[src/rtl/fir_mac_sched_if.sv]
// Purpose: handshake/memory bundle between the FIR MAC sequencer and its environment.
// Ports: start/wr_ptr/filt_sel/dc_en request, sample + coefficient BRAM read ports,
//        busy/done/result/drop status. master = sequencer side, slave = environment side.
interface fir_mac_sched_if #(
  parameter int ADDR_W      = 5,
  parameter int DATA_W      = 16,
  parameter int COEF_W      = 32,
  parameter int COEF_ADDR_W = 7
);
  logic                   start;
  logic [ADDR_W-1:0]      wr_ptr;
  logic [1:0]             filt_sel;
  logic                   dc_en;
  logic [ADDR_W-1:0]      xant_addr;
  logic                   xant_rd;
  logic [DATA_W-1:0]      xant_q;
  logic [COEF_ADDR_W-1:0] coef_addr;
  logic                   coef_rd;
  logic [COEF_W-1:0]      coef_q;
  logic                   busy;
  logic                   done;
  logic [DATA_W-1:0]      result;
  logic                   drop;

  modport master (
    input  start, wr_ptr, filt_sel, dc_en, xant_q, coef_q,
    output xant_addr, xant_rd, coef_addr, coef_rd, busy, done, result, drop
  );

  modport slave (
    output start, wr_ptr, filt_sel, dc_en, xant_q, coef_q,
    input  xant_addr, xant_rd, coef_addr, coef_rd, busy, done, result, drop
  );
endinterface

[src/rtl/fir_mac_sched.sv]
// Purpose: sequences one shared FIR MAC over M taps (ring buffer newest->oldest, coef bank =
//          filter select), rounds half up and saturates to DATA_W; bypass returns x[n] as is.
// Ports: clk, rst (async, active-high), bus (fir_mac_sched_if.master). Latency: done at E0+M+2
//        (bypass E0+2); busy from accept through done; a start while busy is dropped with a pulse.
module fir_mac_sched #(
  parameter int M           = 23,
  parameter int DATA_W      = 16,
  parameter int COEF_W      = 32,
  parameter int FRAC_BITS   = 30,
  parameter int ADDR_W      = 5,
  parameter int COEF_ADDR_W = 7,
  parameter int ACC_W       = 56
) (
  input  logic                 clk,
  input  logic                 rst,
  fir_mac_sched_if.master      bus
);

  typedef enum logic [2:0] {
    S_IDLE, S_FETCH, S_LAST, S_ROUND, S_DONE, S_BYP_RD, S_BYP_WAIT
  } state_e;

  localparam logic [ADDR_W-1:0]       LAST_IDX = ADDR_W'(M - 1);
  localparam logic signed [ACC_W-1:0] HALF     = ACC_W'(1) << (FRAC_BITS - 1);
  localparam logic signed [ACC_W-1:0] SAT_MAX  = ACC_W'((2 ** (DATA_W - 1)) - 1);
  localparam logic signed [ACC_W-1:0] SAT_MIN  = ACC_W'(-(2 ** (DATA_W - 1)));

  state_e                   state_q, state_d;
  logic [ADDR_W-1:0]        k_q, k_d;
  logic [1:0]               fsel_q, fsel_d;
  logic                     dc_q, dc_d;
  logic signed [ACC_W-1:0]  acc_q, acc_d;
  logic                     mac_vld_q;
  logic [ADDR_W-1:0]        xant_addr_q, xant_addr_d;
  logic                     xant_rd_q, xant_rd_d;
  logic [COEF_ADDR_W-1:0]   coef_addr_q, coef_addr_d;
  logic                     coef_rd_q, coef_rd_d;
  logic [DATA_W-1:0]        result_q, result_d;

  logic [ADDR_W-1:0]        wr_clamp;
  logic signed [DATA_W:0]   sx;
  logic signed [ACC_W-1:0]  coef_ext, sx_ext, prod;
  logic signed [ACC_W-1:0]  rsum, rshift;
  logic [DATA_W-1:0]        sat, rnd_res;

  // Out-of-range ring pointers are pinned to the last slot so no address beyond M-1 is issued.
  assign wr_clamp = (bus.wr_ptr > LAST_IDX) ? LAST_IDX : bus.wr_ptr;

  always_comb begin
    // Offset-binary minus half scale is just the MSB flipped, then sign-extended.
    sx = dc_q ? {~bus.xant_q[DATA_W-1], ~bus.xant_q[DATA_W-1], bus.xant_q[DATA_W-2:0]}
              : {bus.xant_q[DATA_W-1], bus.xant_q};
    coef_ext = ACC_W'($signed(bus.coef_q));
    sx_ext   = ACC_W'(sx);
    prod     = coef_ext * sx_ext;

    rsum   = acc_q + HALF;
    rshift = rsum >>> FRAC_BITS;
    if (rshift > SAT_MAX)      sat = {1'b0, {(DATA_W-1){1'b1}}};
    else if (rshift < SAT_MIN) sat = {1'b1, {(DATA_W-1){1'b0}}};
    else                       sat = rshift[DATA_W-1:0];
    rnd_res = dc_q ? {~sat[DATA_W-1], sat[DATA_W-2:0]} : sat;
  end

  always_comb begin
    state_d     = state_q;
    k_d         = k_q;
    fsel_d      = fsel_q;
    dc_d        = dc_q;
    acc_d       = acc_q;
    xant_addr_d = xant_addr_q;
    xant_rd_d   = 1'b0;
    coef_addr_d = coef_addr_q;
    coef_rd_d   = 1'b0;
    result_d    = result_q;

    // BRAM data for the tap issued last cycle is present now.
    if (mac_vld_q) acc_d = acc_q + prod;

    unique case (state_q)
      S_IDLE: begin
        if (bus.start) begin
          fsel_d      = bus.filt_sel;
          dc_d        = bus.dc_en;
          acc_d       = '0;
          k_d         = '0;
          xant_addr_d = wr_clamp;
          xant_rd_d   = 1'b1;
          if (bus.filt_sel == 2'b11) begin
            state_d = S_BYP_RD;
          end else begin
            coef_rd_d   = 1'b1;
            coef_addr_d = {bus.filt_sel, {ADDR_W{1'b0}}};
            state_d     = S_FETCH;
          end
        end
      end
      S_FETCH: begin
        if (k_q == LAST_IDX) begin
          state_d = S_LAST;
        end else begin
          k_d         = k_q + ADDR_W'(1);
          xant_rd_d   = 1'b1;
          coef_rd_d   = 1'b1;
          // Step one sample older, wrapping 0 -> M-1.
          xant_addr_d = (xant_addr_q == '0) ? LAST_IDX : xant_addr_q - ADDR_W'(1);
          coef_addr_d = {fsel_q, k_q + ADDR_W'(1)};
        end
      end
      S_LAST:     state_d = S_ROUND;
      S_ROUND: begin
        result_d = rnd_res;
        state_d  = S_DONE;
      end
      S_DONE:     state_d = S_IDLE;
      S_BYP_RD:   state_d = S_BYP_WAIT;
      S_BYP_WAIT: begin
        result_d = bus.xant_q;
        state_d  = S_DONE;
      end
      default:    state_d = S_IDLE;
    endcase
  end

  always_ff @(posedge clk or posedge rst) begin
    if (rst) begin
      state_q     <= S_IDLE;
      k_q         <= '0;
      fsel_q      <= '0;
      dc_q        <= 1'b0;
      acc_q       <= '0;
      mac_vld_q   <= 1'b0;
      xant_addr_q <= '0;
      xant_rd_q   <= 1'b0;
      coef_addr_q <= '0;
      coef_rd_q   <= 1'b0;
      result_q    <= '0;
    end else begin
      state_q     <= state_d;
      k_q         <= k_d;
      fsel_q      <= fsel_d;
      dc_q        <= dc_d;
      acc_q       <= acc_d;
      mac_vld_q   <= (state_q == S_FETCH);
      xant_addr_q <= xant_addr_d;
      xant_rd_q   <= xant_rd_d;
      coef_addr_q <= coef_addr_d;
      coef_rd_q   <= coef_rd_d;
      result_q    <= result_d;
    end
  end

  assign bus.xant_addr = xant_addr_q;
  assign bus.xant_rd   = xant_rd_q;
  assign bus.coef_addr = coef_addr_q;
  assign bus.coef_rd   = coef_rd_q;
  assign bus.result    = result_q;
  assign bus.busy      = (state_q != S_IDLE);
  assign bus.done      = (state_q == S_DONE);
  assign bus.drop      = bus.start && (state_q != S_IDLE);

endmodule
[src/flat_wrapper.sv]
// flat-port wrapper written by rule: the top's interface ports become plain ports
module fir_mac_sched_flat 
#(
  parameter int M           = 23,
  parameter int DATA_W      = 16,
  parameter int COEF_W      = 32,
  parameter int FRAC_BITS   = 30,
  parameter int ADDR_W      = 5,
  parameter int COEF_ADDR_W = 7,
  parameter int ACC_W       = 56
)
  (clk, rst, bus_start, bus_wr_ptr, bus_filt_sel, bus_dc_en, bus_xant_q, bus_coef_q, bus_xant_addr, bus_xant_rd, bus_coef_addr, bus_coef_rd, bus_busy, bus_done, bus_result, bus_drop);
  fir_mac_sched_if #(.ADDR_W(ADDR_W), .DATA_W(DATA_W), .COEF_W(COEF_W), .COEF_ADDR_W(COEF_ADDR_W)) bus_i ();
  input  logic clk;
  input  logic rst;
  input wire logic [$bits(bus_i.start)-1:0] bus_start;
  input wire logic [$bits(bus_i.wr_ptr)-1:0] bus_wr_ptr;
  input wire logic [$bits(bus_i.filt_sel)-1:0] bus_filt_sel;
  input wire logic [$bits(bus_i.dc_en)-1:0] bus_dc_en;
  input wire logic [$bits(bus_i.xant_q)-1:0] bus_xant_q;
  input wire logic [$bits(bus_i.coef_q)-1:0] bus_coef_q;
  output wire logic [$bits(bus_i.xant_addr)-1:0] bus_xant_addr;
  output wire logic [$bits(bus_i.xant_rd)-1:0] bus_xant_rd;
  output wire logic [$bits(bus_i.coef_addr)-1:0] bus_coef_addr;
  output wire logic [$bits(bus_i.coef_rd)-1:0] bus_coef_rd;
  output wire logic [$bits(bus_i.busy)-1:0] bus_busy;
  output wire logic [$bits(bus_i.done)-1:0] bus_done;
  output wire logic [$bits(bus_i.result)-1:0] bus_result;
  output wire logic [$bits(bus_i.drop)-1:0] bus_drop;
  assign bus_i.start = bus_start;
  assign bus_i.wr_ptr = bus_wr_ptr;
  assign bus_i.filt_sel = bus_filt_sel;
  assign bus_i.dc_en = bus_dc_en;
  assign bus_i.xant_q = bus_xant_q;
  assign bus_i.coef_q = bus_coef_q;
  assign bus_xant_addr = bus_i.xant_addr;
  assign bus_xant_rd = bus_i.xant_rd;
  assign bus_coef_addr = bus_i.coef_addr;
  assign bus_coef_rd = bus_i.coef_rd;
  assign bus_busy = bus_i.busy;
  assign bus_done = bus_i.done;
  assign bus_result = bus_i.result;
  assign bus_drop = bus_i.drop;
  fir_mac_sched #(.M(M), .DATA_W(DATA_W), .COEF_W(COEF_W), .FRAC_BITS(FRAC_BITS), .ADDR_W(ADDR_W), .COEF_ADDR_W(COEF_ADDR_W), .ACC_W(ACC_W)) u_core (.clk(clk), .rst(rst), .bus(bus_i));
endmodule
[config.mk]
export PLATFORM = sky130hd
export DESIGN_NAME = fir_mac_sched_flat
export DESIGN_NICKNAME = d
export VERILOG_FILES = /design/src/rtl/fir_mac_sched_if.sv /design/src/rtl/fir_mac_sched.sv /design/src/flat_wrapper.sv
export SDC_FILE = /design/constraint.sdc
export NUM_CORES = 2
export LEC_CHECK = 0
export CAP_MARGIN = 25
export CORE_ASPECT_RATIO = 0.7
export CORE_MARGIN = 3
export CORE_UTILIZATION = 55
export DETAILED_ROUTE_END_ITERATION = 8
export GPL_ROUTABILITY_DRIVEN = 1
export PLACE_DENSITY = 0.78
export SLEW_MARGIN = 15
export SYNTH_ARGS = -nofsm -noshare
export SYNTH_HDL_FRONTEND = slang
export SYNTH_SLANG_ARGS = --single-unit
[constraint.sdc]
create_clock -name clk -period 14.81 [get_ports clk]
set_input_delay 2.2215 -clock clk [delete_from_list [all_inputs] [get_ports clk]]
set_output_delay 2.2215 -clock clk [all_outputs]
set_load 0.01 [all_outputs]
==> results by group <==
Outcome
  • Status: complete, no violations

Critical path
  • Crit path largest cell delay: 0.56 ns
  • R2R cell count: 35
  • Flop2flop setup slack: 5.02 ns
  • Critical path's most frequent cell: fa_1
  • Buf+Inv Stages, Crit Path: 5
  • CP Depth: 36
  • Worst path top cell family by delay: adder cells
  • Worst Setup Path Type: in -> reg
  • Critical Path Sink: u_core.acc_q[52]
  • Slowest-stage cell, CP: fa_1
  • R2r endpoint: u_core.acc_q[52]
  • CP Capture Type: flop
  • Setup crit start: bus_xant_q[15]
  • Critical Path Start Type: input port
  • Worst Path Required: 15.02 ns
  • Crit path max fanout: 38
  • Crit path DAT: 11.97 ns
  • R2R Path Start: u_core.dc_q

Job
  • Max-cap viol count: 0

Placement
  • Hpwl dp: 55900 um
  • GPL Wtd Cong: 0.894
  • PortBufs: 91

Die
  • FP Rows: 67
  • Core area: 48100 sq um
  • DIE WIDTH: 271 um
  • Initial Utilization: 56.0%
  • Chip height: 191 um
  • Number of I/O pins: 92
  • Die area: 51700 sq um

CTS
  • Worst skew pair latency: 0.35 ns
  • Clock sink count: 98
  • Post-CTS Hold Buffers: 0
  • Clock buffer depth: 2
  • CTS H-tree depth: 3
  • Root buffer cell: clkbuf_16
  • CTS Buf Count: 9
  • Clock slew at reported path FFs: 0.07 ns
  • Post-CTS resize count: 0
  • CTS tree: built
  • Postcts setup bufs: 0

Synth
  • Mapped Cells: 3083
  • Main combinational cell family by area after synthesis: adder cells
  • FF+latch count, synth: 98
  • Simple-Gate Fraction of Synth Area: 16.8%
  • Adder-cell share of the synthesized area: 47.0%
  • Fraction of registers with async set/reset: 100%
  • Synth cell types: 89
  • Post-synth EDFFs: 0
  • Post-synthesis mux area share: 1.75%
  • Synth Warn #: 0
  • Sequential area share after synthesis: 9.10%
  • Main synth FF type: dfrtp_1
  • Mapped Nets: 3840
  • Cell Area, Synth: 26900 sq um
  • Average size of a mapped cell: 8.74 sq um
  • Compound-Gate Fraction of Synth Area: 10.7%
  • Post-Synth XOR/XNOR Area: 3.96%

STA
  • Slew Viols, Final: 0
  • Endpoints failing setup: 0
  • RSZ-0062 raised after global routing: no
  • Minimum clock period: 11.76 ns
  • Final hold viol count: 0
  • Highest achievable clock rate: 85.0 MHz
  • Final worst-path cycle share: 79.4%
  • Worst-Margin Slew: 0.949 ns
  • Max transition margin: 36.5%
  • Fin Setup TNS: 0 ns
  • Clock skew: 0.0112 ns

Global route
  • Initial antenna violation count: 3
  • GRT Util Overall: 28.0%
  • Total grt overflow: 0
  • Largest net degree at the start of global routing: 60
  • Vias in the first global route: 22703
  • First-pass GRT wire length: 117000 um

Detailed routing
  • Total number of vias: 21294
  • Final WL: 69900 um
  • Starting DRT DRC Count: 1575
  • TritonRoute pass-1 iters: 5
  • # DRC: 0
  • Vias per Instance: 5.71
  • Post-DRT Antenna Nets: 0
  • Drt wl/cell: 18.7 um

Layout
  • Fill cells: 4183
  • Share of layout cells above drive strength 1: 2.60%
  • Area Growth Syn to Fin: 6.08%
  • ANT cells: 0
  • Final #Nets: 3826

Hold path
  • Hold path start: u_core.bus.coef_addr[0]
  • Worst hold path type: reg -> reg
## state kept, by name, summed over array words and instances (netlist names)
name and flops:
u_core.bus.coef_rd 1, u_core.bus.xant_rd 1, u_core.dc_q 1, u_core.bus.coef_addr 7
u_core.k_q 5, u_core.state_q 3, u_core.fsel_q 2, u_core.bus.result 16
u_core.acc_q 56, u_core.mac_vld_q 1, u_core.bus.xant_addr 5
## worst reg2reg max path: cells and delay by family, from the launching register on
kind	cells	cell delay (ns)
compound gates	17	3.71
xor+xnor	3	0.56
fa+ha+maj	8	3.92
buf+inv	4	0.57
flops	1	0.42
simple gates	3	0.46
## per-layer routing
layer  GRT usage (%)  vias up  wire length, um
li1                -     9491                -
met1            39.4    10847            30300
met2            46.3      837            33000
met3            4.55      119             5300
met4            6.05        0             1380
met5               0        -                0
## metrics by stage
step	worst slack (ns)	hold WS (ns)	util (%)	cells	area, sq um
floorplan	4.05	0.445	-	3083	26900
global placement	2.74	0.460	58.8	3712	28300
detailed placement	2.55	0.481	58.8	3712	28300
CTS	2.91	0.502	59.3	3728	28600
global route	2.50	0.509	59.4	3729	28600
finish	3.05	0.493	59.4	3729	28600
## synthesized netlist by cell type (all sizes together) (4+ instances only)
library cell	number	area share, %
o21bai	16	0.49
nor3b	4	0.11
a31oi	25	0.60
a21oi	97	1.8
a221oi	6	0.22
or2	6	0.14
a31o	5	0.16
o21a	14	0.39
and2	212	4.9
o21ai	66	1.3
nand3b	4	0.11
nor2	175	2.5
nor4	5	0.17
clkbuf	110	1.5
o211ai	10	0.30
nand2b	19	0.44
and4	5	0.16
ha	175	8.1
xor2	49	1.6
nor2b	11	0.26
a211o	5	0.16
buf	28	0.59
o22ai	20	0.46
and3	13	0.34
nand3	32	0.69
o2111ai	4	0.20
mux2i	47	1.7
o22a	18	0.59
xnor2	72	2.3
a211oi	15	0.52
nand4	15	0.35
o31ai	5	0.14
a2111oi	4	0.25
inv	617	8.6
fa	523	39
or3	5	0.12
nand2	412	5.7
nor3	19	0.39
dfrtp	98	9.1
a21o	74	2.1
a311oi	5	0.16
## layout by cell type, fill, tap and decap left out, types with 15 or more instances in the layout
cell,n
nand4_1,15
o22ai_1,20
xnor2_1,72
nor2_1,173
dfrtp_1,97
nand3_1,30
a31oi_1,24
clkdlybuf4s50_1,90
o22a_1,18
fa_1,523
o21ai_0,57
and2_1,211
a21o_1,74
a21oi_1,97
ha_1,175
nand2_1,411
o21bai_1,15
inv_1,616
nor3_1,17
nand2b_1,19
xor2_1,47
buf_4,21
mux2i_1,47
## cell families after synthesis
logic type	after synthesis
flip-flops	98
adder cells (fa/ha/maj)	698
AO/OA/AOI/OAI	416
AND/OR/NAND/NOR	947
XOR/XNOR	121
multiplexers	47
buffers and inverters	756
## how the worst min path moves through the flow
stage | cells after the start | endpoint | slack (ns)
floorplan | 2 | u_core.fsel_q[0] | 0.45
global placement | 1 | u_core.bus.coef_addr[3] | 0.46
detailed placement | 1 | u_core.bus.coef_addr[4] | 0.48
CTS | 2 | u_core.fsel_q[0] | 0.50
global route | 1 | u_core.bus.coef_addr[4] | 0.51
finish | 2 | u_core.bus.coef_addr[0] | 0.49
## final cells by class
class,count,area (sq um),share of cell area [%]
multi-input combinational,2229,21600,75.6
sequential,98,2450,8.59
inverter,618,2320,8.13
timing repair buffer,113,1090,3.82
tap,655,820,2.87
clock buffer,9,225,0.788
clock inverter,7,60.1,0.210
Power is left out: the tool's default activity adds up to more than one toggle a clock period on the data nets, which glitch-free logic cannot reach.
